### config.mk
export PLATFORM = sky130hd
export DESIGN_NAME = ps2_host_tx
export DESIGN_NICKNAME = d
export VERILOG_FILES = /design/src/rtl/ps2_host_tx.sv
export SDC_FILE = /design/constraint.sdc
export NUM_CORES = 1
export LEC_CHECK = 0
export ABC_AREA = 1
export CAP_MARGIN = 20
export CORE_UTILIZATION = 45
export CTS_BUF_LIST = sky130_fd_sc_hd__clkbuf_2
export DETAILED_ROUTE_END_ITERATION = 8
export PLACE_DENSITY_LB_ADDON = 0.08
export SYNTH_ARGS = -nofsm -noshare
export SYNTH_HDL_FRONTEND = slang
export SYNTH_SLANG_ARGS = --single-unit
### constraint.sdc
create_clock -name clk -period 1.8 [get_ports clk]
set_clock_uncertainty 0.2 [all_clocks]
set_input_delay 0.36 -clock clk [delete_from_list [all_inputs] [get_ports clk]]
set_output_delay 0.36 -clock clk [all_outputs]
set_load 0.01 [all_outputs]
### src/rtl/ps2_host_tx.sv
// ps2_host_tx: host-to-device PS/2 transmitter.
// Sends one command byte to a keyboard over the shared open-drain
// ps2_clk / ps2_data pins: inhibit, start bit, 8 data bits LSB first,
// odd parity, stop bit, then samples the device ACK.
`timescale 1ns/1ps
module ps2_host_tx #(
   parameter int INHIBIT_CYCLES = 12000,
   parameter int TIMEOUT_CYCLES = 2000000
) (
   input  logic       clk,
   input  logic       sys_rst,
   input  logic       tx_valid,
   input  logic [7:0] tx_data,
   output logic       tx_ready,
   output logic       tx_done,
   output logic       tx_err,
   input  logic       ps2_clk_in,
   input  logic       ps2_data_in,
   output logic       ps2_clk_oe,
   output logic       ps2_data_oe
);

   localparam int             CW           = $clog2(TIMEOUT_CYCLES + 1);
   localparam logic [CW-1:0]  TIMER_MAX    = CW'(TIMEOUT_CYCLES);
   localparam logic [CW-1:0]  TIMEOUT_LAST = CW'(TIMEOUT_CYCLES - 1);
   localparam logic [CW-1:0]  INHIBIT_LAST = CW'(INHIBIT_CYCLES - 1);

   typedef enum logic [2:0] {
      IDLE,
      INHIBIT,
      RELEASE,
      SHIFT,
      WAIT_IDLE
   } state_t;

   state_t        state;
   logic [CW-1:0] timer;
   logic [3:0]    bit_cnt;
   logic [7:0]    byte_q;
   logic          parity_q;
   logic          ack_ok;

   logic          clk_meta, clk_sync, clk_prev;
   logic          data_meta, data_sync;
   logic          fall;

   // Two-flop synchronisers for the asynchronous pins, plus one delayed copy of clk for edge detection.
   // Reset to the idle (high) level so leaving reset never looks like a falling edge.
   always_ff @(posedge clk or posedge sys_rst) begin
      if (sys_rst) begin
         clk_meta  <= 1'b1;
         clk_sync  <= 1'b1;
         clk_prev  <= 1'b1;
         data_meta <= 1'b1;
         data_sync <= 1'b1;
      end else begin
         // NOTE: sequential state uses non-blocking assignments so every flop samples pre-edge values.
         clk_meta  <= ps2_clk_in;
         clk_sync  <= clk_meta;
         clk_prev  <= clk_sync;
         data_meta <= ps2_data_in;
         data_sync <= data_meta;
      end
   end

   assign fall = clk_prev & ~clk_sync;

   // Transmit FSM: all handshake and pin-enable outputs are registered here.
   always_ff @(posedge clk or posedge sys_rst) begin
      if (sys_rst) begin
         state       <= IDLE;
         timer       <= '0;
         bit_cnt     <= '0;
         byte_q      <= '0;
         parity_q    <= 1'b0;
         ack_ok      <= 1'b0;
         tx_ready    <= 1'b1;
         tx_done     <= 1'b0;
         tx_err      <= 1'b0;
         ps2_clk_oe  <= 1'b0;
         ps2_data_oe <= 1'b0;
      end else begin
         tx_done <= 1'b0;
         tx_err  <= 1'b0;
         case (state)
            IDLE: begin
               tx_ready    <= 1'b1;
               ps2_clk_oe  <= 1'b0;
               ps2_data_oe <= 1'b0;
               if (tx_valid && tx_ready) begin
                  byte_q     <= tx_data;
                  parity_q   <= ~^tx_data;
                  tx_ready   <= 1'b0;
                  ps2_clk_oe <= 1'b1;
                  // The accept edge already starts the first inhibit cycle, the
                  // RELEASE cycle ends it, so the count begins at 1.
                  timer      <= {{(CW-1){1'b0}}, 1'b1};
                  state      <= INHIBIT;
               end
            end

            INHIBIT: begin
               if (timer >= INHIBIT_LAST) begin
                  ps2_data_oe <= 1'b1;  // start bit, set while clk is still held low
                  state       <= RELEASE;
               end else begin
                  timer <= timer + 1'b1;
               end
            end

            RELEASE: begin
               ps2_clk_oe <= 1'b0;
               bit_cnt    <= '0;
               timer      <= '0;
               state      <= SHIFT;
            end

            SHIFT: begin
               if (fall) begin
                  timer   <= '0;
                  bit_cnt <= bit_cnt + 4'd1;
                  if (bit_cnt < 4'd8) begin
                     ps2_data_oe <= ~byte_q[bit_cnt[2:0]];
                  end else if (bit_cnt == 4'd8) begin
                     ps2_data_oe <= ~parity_q;
                  end else if (bit_cnt == 4'd9) begin
                     ps2_data_oe <= 1'b0;  // stop bit: line released high
                  end else begin
                     ack_ok <= ~data_sync;  // fall 11: device pulls data low to ACK
                     state  <= WAIT_IDLE;
                  end
               end else if (timer == TIMEOUT_LAST) begin
                  ps2_clk_oe  <= 1'b0;
                  ps2_data_oe <= 1'b0;
                  tx_err      <= 1'b1;
                  tx_ready    <= 1'b1;
                  state       <= IDLE;
               end else if (timer != TIMER_MAX) begin
                  timer <= timer + 1'b1;
               end
            end

            WAIT_IDLE: begin
               if (clk_sync && data_sync) begin
                  tx_done  <= ack_ok;
                  tx_err   <= ~ack_ok;
                  tx_ready <= 1'b1;
                  state    <= IDLE;
               end else if (fall) begin
                  timer <= '0;
               end else if (timer == TIMEOUT_LAST) begin
                  ps2_clk_oe  <= 1'b0;
                  ps2_data_oe <= 1'b0;
                  tx_err      <= 1'b1;
                  tx_ready    <= 1'b1;
                  state       <= IDLE;
               end else if (timer != TIMER_MAX) begin
                  timer <= timer + 1'b1;
               end
            end

            default: begin
               ps2_clk_oe  <= 1'b0;
               ps2_data_oe <= 1'b0;
               tx_ready    <= 1'b1;
               state       <= IDLE;
            end
         endcase
      end
   end

endmodule

Yosys cells after proc, flatten, opt, wreduce, memory -nomap -nowiden:

Cells that the tools add are included.

* equal/unequal tests: 19
* reduce and logical (&&, ||, !) cells: 14
* magnitude comparators: 3
* mux-type cells: 46
* $add $sub $neg: 2
* bitwise gates (word level): 11

Operator list (count)
* 21-bit 2-to-1 mux: 6
* 21-bit one-hot mux with 5 select lines: 1
* 3-bit 2-to-1 mux: 9
* 1-bit 2-to-1 mux: 22
* 21-bit by 1-bit adder with 21-bit output (second input constant): 1
* 21-bit equality test (second input constant): 1
* 21-bit by 14-bit greater-or-equal comparator with 1-bit output (second input constant): 1
* 21-bit inequality test (second input constant): 1
* 3-bit one-hot mux with 5 select lines: 1
* 2-bit inequality test (second input constant): 6
* 3-bit inequality test (second input constant): 4
* 1-bit one-hot mux with 4 select lines: 3
* 1-bit inverter: 10
* 5-bit AND reduction: 2
* 4-bit equality test (second input constant): 2
* 4-bit one-hot mux with 2 select lines: 1
* 8-bit XNOR reduction: 1
* 3-bit by 2-bit equality test with 1-bit output (second input constant): 2
* 2-bit AND reduction: 3
* 6-bit AND reduction: 1
* 5-bit inequality test (second input constant): 1
* 5-bit nonzero test: 1
* 4-bit by 1-bit adder with 4-bit output (second input constant): 1
* 3-bit by 4-bit less-than comparator with 1-bit output (second input constant): 1
* 12 further kinds: 13

* output and inout port bits: 5
* word-level logic and storage cells: 111
* register bits after elaboration: 48

Depth between registers and ports, before layout:

* word-level depth: 6
* mapped depth: 13

Worst setup path before layout:

Ideal clock, no wire load.

* path type: register to register
* from: reg bit_cnt[0]
* to: reg state[0]
* slack: -0.041 ns
* setup time: 0.116 ns
* required time: 1.484 ns
* cell stages (with the launch flop): 10
* clock period less this slack: 1.841 ns
* data arrival time: 1.525 ns
* path through: dfrtp_1 -> clkbuf_1 -> inv_1 -> ha_1 -> o21ai_0 -> nand2_1 -> a21oi_1 -> nand2_1 -> nor2_1 -> nor2_1

* cells in the longest elaborated chain, start to end: 3

Ends and longest elaborated chain
* start, declared: line 38 `logic [3:0] bit_cnt;`
* start signal, assigned: line 121 `bit_cnt <= bit_cnt + 4'd1;`
* 4-bit less-than comparator, or another cell as far along: line 122 `if (bit_cnt < 4'd8) begin`
* 3-bit inequality test (no line)
* 6-bit AND reduction (no line) *
* end signal, assigned: line 115 `state <= SHIFT;`
* end signal, assigned: line 130 `state <= WAIT_IDLE;`
* end signal, assigned: line 137 `state <= IDLE;`
* end, declared: line 36 `state_t state;`

Mark *: on every way between the ends. The rest lies on a longest branch, timed or not.
A chain may end at the register's enable or synchronous reset.

Worst setup path after layout:

* from: reg timer[1]
* to: reg state[0]

* cells in the longest elaborated chain, start to end: 5

Ends and longest elaborated chain
* start, declared: line 37 `logic [CW-1:0] timer;`
* start signal, assigned: line 97 `timer <= {{(CW-1){1'b0}}, 1'b1};`
* start signal, assigned: line 107 `timer <= timer + 1'b1;`
* start signal, assigned: line 139 `timer <= timer + 1'b1;`
* branches (longest 5 deep; another with 21-bit by 14-bit greater-or-equal comparator with 1-bit output)
* end signal, assigned: line 71 `state <= IDLE;`
* end signal, assigned: line 98 `state <= INHIBIT;`
* end signal, assigned: line 105 `state <= RELEASE;`

Several ways; the timed one is not identified. The select of a mux whose other input is x is not followed.

==> summary.md <==
| Metric | Value |
|---|---|
| Top cells by area, synth | `dfrtp_1 32%, nand2_1 20%, nand3_1 7.9%` |
| Register area share after synthesis | `36.6%` |
| Max rail drop VDD | `0.000708 V` |
| Share of layout cells above drive strength 1 | `34.3%` |
| Kind of critical path | `flop to flop` |
| Post-Route WL | `9700 microns` |
| Nets | `617` |
| GRT overflow | `0` |
| Synthesized area per cell | `6.62 sq um` |
| Post-synth EDFFs | `0` |
| Routed wire per std cell | `13.9 microns` |
| FMAX | `530 MHz` |
| Clock net sink count | `48` |
| Initial core utilization | `47.5%` |
| Violated checks | `negative setup slack` |
| Crit Path Max Fanout | `4` |
| GRT Total Usage | `26.0%` |
| Overall die area | `7680 sq um` |
| Slew @ Worst Pin | `0.362 ns` |
| Hold Crit Class | `input port to asynchronous set/reset pin` |
| # DRC | `0` |
| Final setup viols | `26` |
| Post-CTS Hold Fix Bufs | `0` |
| Fill count | `626` |
| DIE HEIGHT | `87.6 microns` |
| Clock buffer depth | `2` |
| Outcome | `finished with violations` |
| Tmin final | `1.89 ns` |
| Tcrit/Tclk final | `105%` |
| Max-Cap Viols | `0` |
| Area leader, netlist | `dfrtp_1` |
| Placed instance area | `4010 sq um` |
| Synthesis-to-layout area growth | `40.3%` |
| Slew Limit Fails | `0` |
| Clock slew at reported path FFs | `0.27 ns` |
| Port Buf Inserts | `17` |
| Final Hold Viols | `0` |
| Slew margin rel. | `75.8%` |
| Leak | `2.27 nW` |
| Async set-reset flop share out of synthesis | `100%` |
| Row cnt | `30` |
| CTS HTree Levels | `2` |
| First-pass GRT wire length | `15500 microns` |
| Core ar. | `6940 sq um` |
| Pre-antenna DRT Iters | `5` |
| Crit path required time | `1.96 ns` |
| Ant diodes | `0` |
| Number of global-route vias before repair | `3466` |
| CP endpoint kind | `flop` |
| Largest net degree at the start of global routing | `49` |
| Final instance area | `4630 sq um` |
| Synthesized cell area | `3300 sq um` |
| Die width | `87.6 microns` |
| #FFs+latches synth | `48` |
| Total power | `4.59 mW` |
| Net Count, Synth | `516` |
| Post-synth top cells | `173 x nand2_1, 66 x nor2_1, 52 x nand3_1, 48 x inv_1, 42 x dfrtp_1` |
| Synth top area share | `31.9%` |
| RSZ-0062 raised after global routing | `true` |
| Initial antenna violation count | `0` |
| Remaining antenna violation count | `0` |
| HPWL after DPL | `6720 microns` |
| Yosys Warn Count | `0` |
| Root Buffer | `clkbuf_2` |
| Mapped Cells | `498` |
| Clock latency on the worst-skew pair | `0.44 ns` |
| Post-synth top flop | `dfrtp_1` |
| CTS tree | `yes` |
| Via density | `5.22` |
| IO Count | `18` |
| Count leader, synth | `nand2_1` |
| CTS Buf Count | `5` |
| Worst path arrival time | `2.05 ns` |
| PD cells | `992 nW/um^2` |
| GPL Wtd Cong | `0.924` |
| Final worst setup slack | `-0.0860 ns` |
| Vias | `3631` |
| Iteration-0 DRC Markers | `230` |
| Count of cell types in the netlist | `32` |
| Setup crit start kind | `flop` |
## final timing paths
path,start,to,slack (ns),cells after the start
worst max-delay path,timer[1],state[0],-0.09,11
worst min-delay path,sys_rst,timer[4],0.02,3
worst max register to register,timer[1],state[0],-0.09,11
worst min register to register,clk_meta,clk_sync,0.17,0
max in group asynchronous,sys_rst,tx_ready,1.09,3
min in group clk,ps2_clk_in,clk_meta,0.10,1
## sequential cells by signal, summed over array words and instances, names as in the netlist
| signal | flops |
|---|---|
| state | 3 |
| ps2_data_oe | 1 |
| data_sync | 1 |
| parity_q | 1 |
| bit_cnt | 4 |
| tx_ready | 1 |
| byte_q | 8 |
| timer | 21 |
| data_meta | 1 |
| ack_ok | 1 |
| tx_err | 1 |
| ps2_clk_oe | 1 |
| clk_meta | 1 |
| clk_sync | 1 |
| tx_done | 1 |
| clk_prev | 1 |
## where the power goes
| part | switching (mW) | leakage (nW) | total [mW] | internal, mW |
|---|---|---|---|---|
| clock network | 0.374 | 0.0390 | 0.605 | 0.231 |
| logic | 1.43 | 1.62 | 2.54 | 1.11 |
| registers | 0.147 | 0.612 | 1.45 | 1.30 |
## cell usage in the layout, fill, tap and decap left out, drive strengths merged, types with 3 or more instances in the layout
cell type,synthesis,layout
xor2,4,4
inv,52,52
clkdlybuf4s50,0,12
buf,9,89
nand4,17,17
a21oi,16,16
dfrtp,42,42
nand2,176,176
mux2,4,4
ha,5,5
xnor2,6,6
nor2,74,74
dlygate4sd2,0,4
o21ai,18,18
dfstp,6,6
and2,3,3
clkbuf,3,6
nand3,53,53
## metal layers
metal  up-vias  global-route usage, %  routed length, microns
met3        22                   3.68                     388
li1       1788                      -                       -
met4         0                   10.3                     216
met5         -                      0                       0
met2        98                   46.4                    4830
met1      1723                   31.6                    4260
## cell families after synthesis
logic type | after synthesis | share of synthesized area, %
XOR/XNOR | 10 | 2.66
buffers and inverters | 64 | 8.23
AND/OR/NAND/NOR | 327 | 42.6
flip-flops | 48 | 36.6
AO/OA/AOI/OAI | 40 | 6.60
multiplexers | 4 | 1.37
adder cells (fa/ha/maj) | 5 | 1.90
## per-stage QoR
| step | util [%] | std cells | setup TNS, ns | setup WS (ns) | hold WS (ns) |
|---|---|---|---|---|---|
| floorplan | - | 498 | 0 | 0.0113 | 0.145 |
| global placement | 57.7 | 660 | -3.14 | -0.140 | 0.145 |
| detailed placement | 57.7 | 660 | -3.15 | -0.144 | 0.148 |
| CTS | 63.2 | 685 | -0.516 | -0.0600 | 0.0333 |
| global route | 66.6 | 696 | -3.65 | -0.169 | 0.0456 |
| finish | 66.6 | 696 | -1.42 | -0.0860 | 0.0238 |
## layout make-up
| cell class | count | area (sq um) | area share, % |
|---|---|---|---|
| clock buffer | 5 | 25.0 | 0.541 |
| inverter | 52 | 203 | 4.38 |
| clock inverter | 3 | 42.5 | 0.919 |
| sequential | 48 | 1210 | 26.2 |
| multi-input combinational | 386 | 2100 | 45.5 |
| tap | 96 | 120 | 2.60 |
| timing repair buffer | 106 | 922 | 19.9 |
## critical path, cell delays in order, from the launching register on
cell and delay (ns):
dfrtp_1 0.47, buf_6 0.15, nand2_4 0.05, nor2_4 0.15
nand2_4 0.07, nand2_2 0.07, nand3_2 0.09, buf_6 0.13
nand4_1 0.14, nand2_1 0.11, nor2_1 0.12, nor2_1 0.05
## what timing repair did
item,in CTS,in global routing
gates resized for setup,61,62
cloned,1,0
buffers inserted,17,12
setup endpoints to repair,33,30
pin swaps,20,36
(Power assumes the default switching activity.)
